--- src/rtl/tkeep_to_len.sv ---
// Byte-enable mask to "valid bytes minus one" length code, with flags for
// all-zero and non-contiguous masks. One registered stage, no other state.
module tkeep_to_len #(
    parameter int unsigned  TKEEP_WIDTH = 8,
    localparam int unsigned LEN_W       = $clog2(TKEEP_WIDTH)
) (
    input  logic                   clk,
    input  logic                   rst,
    input  logic [TKEEP_WIDTH-1:0] tkeep,
    output logic [LEN_W-1:0]       len,
    output logic                   tkeep_zero,
    output logic                   tkeep_malformed
);

    logic [LEN_W:0]       pop_cnt;
    logic [TKEEP_WIDTH-1:0] keep_inv;
    logic [TKEEP_WIDTH-1:0] lsb_probe;
    logic [TKEEP_WIDTH-1:0] msb_probe;
    logic                   lsb_aligned;
    logic                   msb_aligned;

    logic [LEN_W-1:0] len_d, len_q;
    logic             zero_d, zero_q;
    logic             mal_d, mal_q;

    // Balanced adder tree: level l holds TKEEP_WIDTH>>l partial counts.
    for (genvar l = 0; l <= LEN_W; l++) begin : g_lvl
        localparam int unsigned CNT = TKEEP_WIDTH >> l;
        logic [LEN_W:0] sum [CNT];
        for (genvar j = 0; j < CNT; j++) begin : g_node
            if (l == 0) begin : g_leaf
                assign sum[j] = {{LEN_W{1'b0}}, tkeep[j]};
            end else begin : g_add
                assign sum[j] = g_lvl[l-1].sum[2*j] + g_lvl[l-1].sum[2*j+1];
            end
        end
    end

    assign pop_cnt = g_lvl[LEN_W].sum[0];

    // A run of ones from bit 0 turns into a single carry when incremented;
    // an MSB-anchored run is the same test applied to the inverted mask.
    assign keep_inv    = ~tkeep;
    assign lsb_probe   = tkeep + TKEEP_WIDTH'(1);
    assign msb_probe   = keep_inv + TKEEP_WIDTH'(1);
    assign lsb_aligned = ((tkeep & lsb_probe) == '0);
    assign msb_aligned = ((keep_inv & msb_probe) == '0);

    always_comb begin
        zero_d = (pop_cnt == '0);
        mal_d  = !zero_d && !(lsb_aligned || msb_aligned);
        len_d  = '0;
        if (!zero_d) begin
            len_d = LEN_W'(pop_cnt - 1'b1);
        end
    end

    always_ff @(posedge clk) begin
        if (rst) begin
            len_q  <= '0;
            zero_q <= 1'b0;
            mal_q  <= 1'b0;
        end else begin
            len_q  <= len_d;
            zero_q <= zero_d;
            mal_q  <= mal_d;
        end
    end

    assign len             = len_q;
    assign tkeep_zero      = zero_q;
    assign tkeep_malformed = mal_q;

endmodule

--- config.mk ---
export PLATFORM = sky130hd
export DESIGN_NAME = tkeep_to_len
export DESIGN_NICKNAME = d
export VERILOG_FILES = /design/src/rtl/tkeep_to_len.sv
export SDC_FILE = /design/constraint.sdc
export NUM_CORES = 1
export LEC_CHECK = 0
export CAP_MARGIN = 20
export CORE_AREA = 2 2 39 41
export CTS_CLUSTER_SIZE = 28
export DETAILED_ROUTE_END_ITERATION = 16
export DIE_AREA = 0 0 41 43
export PLACE_DENSITY = 0.65
export SYNTH_ARGS = -nofsm -noshare
export SYNTH_HDL_FRONTEND = slang
export SYNTH_SLANG_ARGS = --single-unit
--- constraint.sdc ---
create_clock -name clk -period 4.2 [get_ports clk]
set_clock_uncertainty 0.05 [all_clocks]
set_input_delay 0.42 -clock clk [delete_from_list [all_inputs] [get_ports clk]]
set_output_delay 0.42 -clock clk [all_outputs]
set_load 0.02 [all_outputs]
==> results by group <==
Final layout
  – Finished Layout Cells: 88
  – Design area: 676 µm²
  – Area delta synth->final: 38.1%
  – Area occupied by multi-input gates: around 340 µm²
  – Commonest non-fill, non-tap cell in the layout: clkdlybuf4s50_1
  – Antenna diodes: 0
  – Final #Nets: 95
  – Most frequent cells in the layout: clkdlybuf4s50_1, inv_1, ha_1
  – Fill cells: ~140
  – Layout cells sized above 1: 11.1%
  – Register area: 100 µm²

Global route
  – First-pass GRT wire length: around 1500 µm
  – Total grt overflow: 0
  – Vias in the first global route: about 410
  – Initial antenna violation count: 0
  – Largest net degree at the start of global routing: 6
  – Total GRT Usage: between 10% and 20%

Synth
  – Register bit total from synthesis: 5
  – Xor/xnor share of the synthesized area: between 3 and 4%
  – Simple logic cell fraction of the synthesized area: roughly an eighth
  – Multiplexer share of the synthesized area: between 2 and 2.5%
  – Netlist cell types: 19
  – Top cells by area, synth: dfxtp_1, ha_1, fa_1
  – Synth Instances: 54
  – Mapped cell area: 489 µm²
  – Post-synth net total: 76
  – Largest area contributor in the netlist: dfxtp_1
  – Synthesized area per cell: about 9.1 µm²
  – Post-synthesis adder-cell area fraction: 36.8%
  – Sequential fraction of the synthesis area: between 20% and 30%
  – Combinational family with the most area after synthesis: adder cells
  – Compound-gate portion of the synthesized area: between 10% and 20%
  – Synth warn: 0
  – Yosys top cell area share: between 20% and 30%

Critical path
  – Most Frequent Cell on Critical Path: fa_1
  – CP Max Fanout: 4
  – Buffers and inverters on the worst path: 4
  – Worst path slowest cell: fa_1
  – Crit Path Class: in -> reg
  – Critical path capture point type: flip-flop
  – CP arrival: between 3 and 4 ns
  – Kind of cell adding the most delay to the critical path: adder cells
  – Startpoint Class: input pin
  – Slowest Stage Delay on Critical Path: ~0.56 ns
  – Worst path cell trace: clkdlybuf4s50_1 > fa_1 > inv_1 > fa_1 > fa_1 > inv_1 > ha_1 > fa_1 > inv_1 > ha_1 > xnor2_1 > xnor2_1 > and2_1
  – Critical path required time: about 4.3 ns

Clocking
  – H-tree depth: 1
  – CTS Buf Count: 3
  – CTS tree: done
  – Post-CTS setup buffer count: 0
  – Hold_buf cts: 0
  – Clk sinks: 5
  – Clock transition at path regs: about 0.04 ns
  – Cts repair resizes: 0
  – CTS max path bufs: 2
  – Root Driver: clkbuf_4

Detailed routing
  – TritonRoute pass-1 iters: 3
  – First DRT Iteration DRCs: 4
  – DRT Wirelength: 810 µm
  – Vias/cell: ~4.6
  – Vias post-DR: a little over 400
  – # DRC: 0
  – DRT antenna net count: 0
  – WL per Instance: just over 9 µm

Timing
  – Period minus WS final: between 3 and 4 ns
  – Unrepaired setup endpoints after global routing: no
  – Period Utilization, post-route: 90.4%
  – Final Hold Vio Count: 0
  – Setup Total Neg Slack: 0 ns
  – Worst slew pin tran: around 0.24 ns
  – Fin. max-slew vios: 0
  – Fmax: approximately 0.26 GHz
  – Slew HR: a little over four fifths
  – Setup violations, final: 0

Run
  – # Max-Cap Violations: 0

Placement
  – Number of I/O port buffers: 14
  – Detailed placement HPWL: between 700 and 800 µm
  – Dpl cells: 84
  – Post-DP Area: 649 µm²
  – Gpl congestion: between 0.7 and 0.8

Worst hold path
  – Hold Path Class: in -> reg
  – Worst Hold Endpoint: tkeep_zero$_SDFF_PP0_
  – Hold Startpoint: rst
  – Hold path depth: 2

Pwr
  – Total power: between 0.2 and 0.3 mW
  – VDD IR-drop max: ~0.00013 V
  – Leakage: roughly 0.32 nW
  – Power Density: 400 mW/mm²

Floorplan
  – Die Span X: 41 µm
  – Top-Level Pins: 15
  – Row Count: 14
  – Core Area: between 0.001 and 0.0015 mm²
  – Die area: 0.00176 mm²
  – Height of the chip: between 40 and 50 µm
  – Initial core utilization: about 35%

Run status
  – Status: completed
-- area by class of cell --
type	count	area share, %
clock buffer	4	3.89
inverter	13	7.22
multi-input combinational	36	50.4
sequential	5	14.8
tap	16	2.96
timing repair buffer	14	20.7
-- metal layers --
metal / GRT usage [%] / share of wire, % / up-vias
li1: - / - / 211
met1: 13.6 / 40 / 189
met2: 21.6 / 55 / 8
met3: 0 / 4.3 / 0
met4: 6.00 / 0 / 0
met5: 0 / 0 / -
-- metrics by stage --
stage	utilization (%)	setup slack, ns	hold slack (ns)
final	48.8	0.403	0.709
after global routing	48.8	0.234	0.752
after CTS	48.8	0.386	0.709
after detailed placement	46.9	0.146	0.950
after global placement	46.9	0.190	0.953
after floorplan	-	0.784	0.442
-- power by group --
group	internal, mW	switching [mW]
clock	0.0357	0.0168
sequential	0.0631	0.00346
combinational	0.0769	0.0745
total	0.176	0.0947
-- registers in the layout, summed over array words and instances (netlist names) --
name	count
len	3
tkeep_zero	1
tkeep_malformed	1
-- kinds of logic after synthesis --
group                    after synthesis
buffers and inverters                 13
adder cells (fa/ha/maj)               12
AND/OR/NAND/NOR                       11
AO/OA/AOI/OAI                         10
flip-flops                             5
XOR/XNOR                               2
multiplexers                           1
-- worst max-delay path by stage --
| stage | start | to | slack, ns | depth (start not counted) |
|---|---|---|---|---|
| 2_1_floorplan | tkeep[0] | len[2]$_SDFF_PP0_ | 0.78 | 12 |
| 3_3_place_gp | tkeep[0] | len[2]$_SDFF_PP0_ | 0.19 | 13 |
| 3_5_place_dp | tkeep[0] | len[2]$_SDFF_PP0_ | 0.15 | 13 |
| 4_1_cts | tkeep[0] | len[2]$_SDFF_PP0_ | 0.39 | 13 |
| 5_1_grt | tkeep[0] | len[2]$_SDFF_PP0_ | 0.23 | 13 |
| 6_report | tkeep[0] | len[2]$_SDFF_PP0_ | 0.40 | 13 |
-- synth_stat cells --
cell type and n:
nand3b_1 1, nor2b_1 1, xnor2_1 2, o22ai_1 2, fa_1 4, dfxtp_1 5
o31ai_1 1, nand2_1 2, inv_1 11, nand4b_1 1, inv_2 2, a21oi_2 3
nor2_1 3, and2_1 3, mux2i_1 1, o311a_1 1, ha_1 8, a21oi_1 2
a31oi_1 1
No activity file was read; power rests on OpenSTA's default activity.
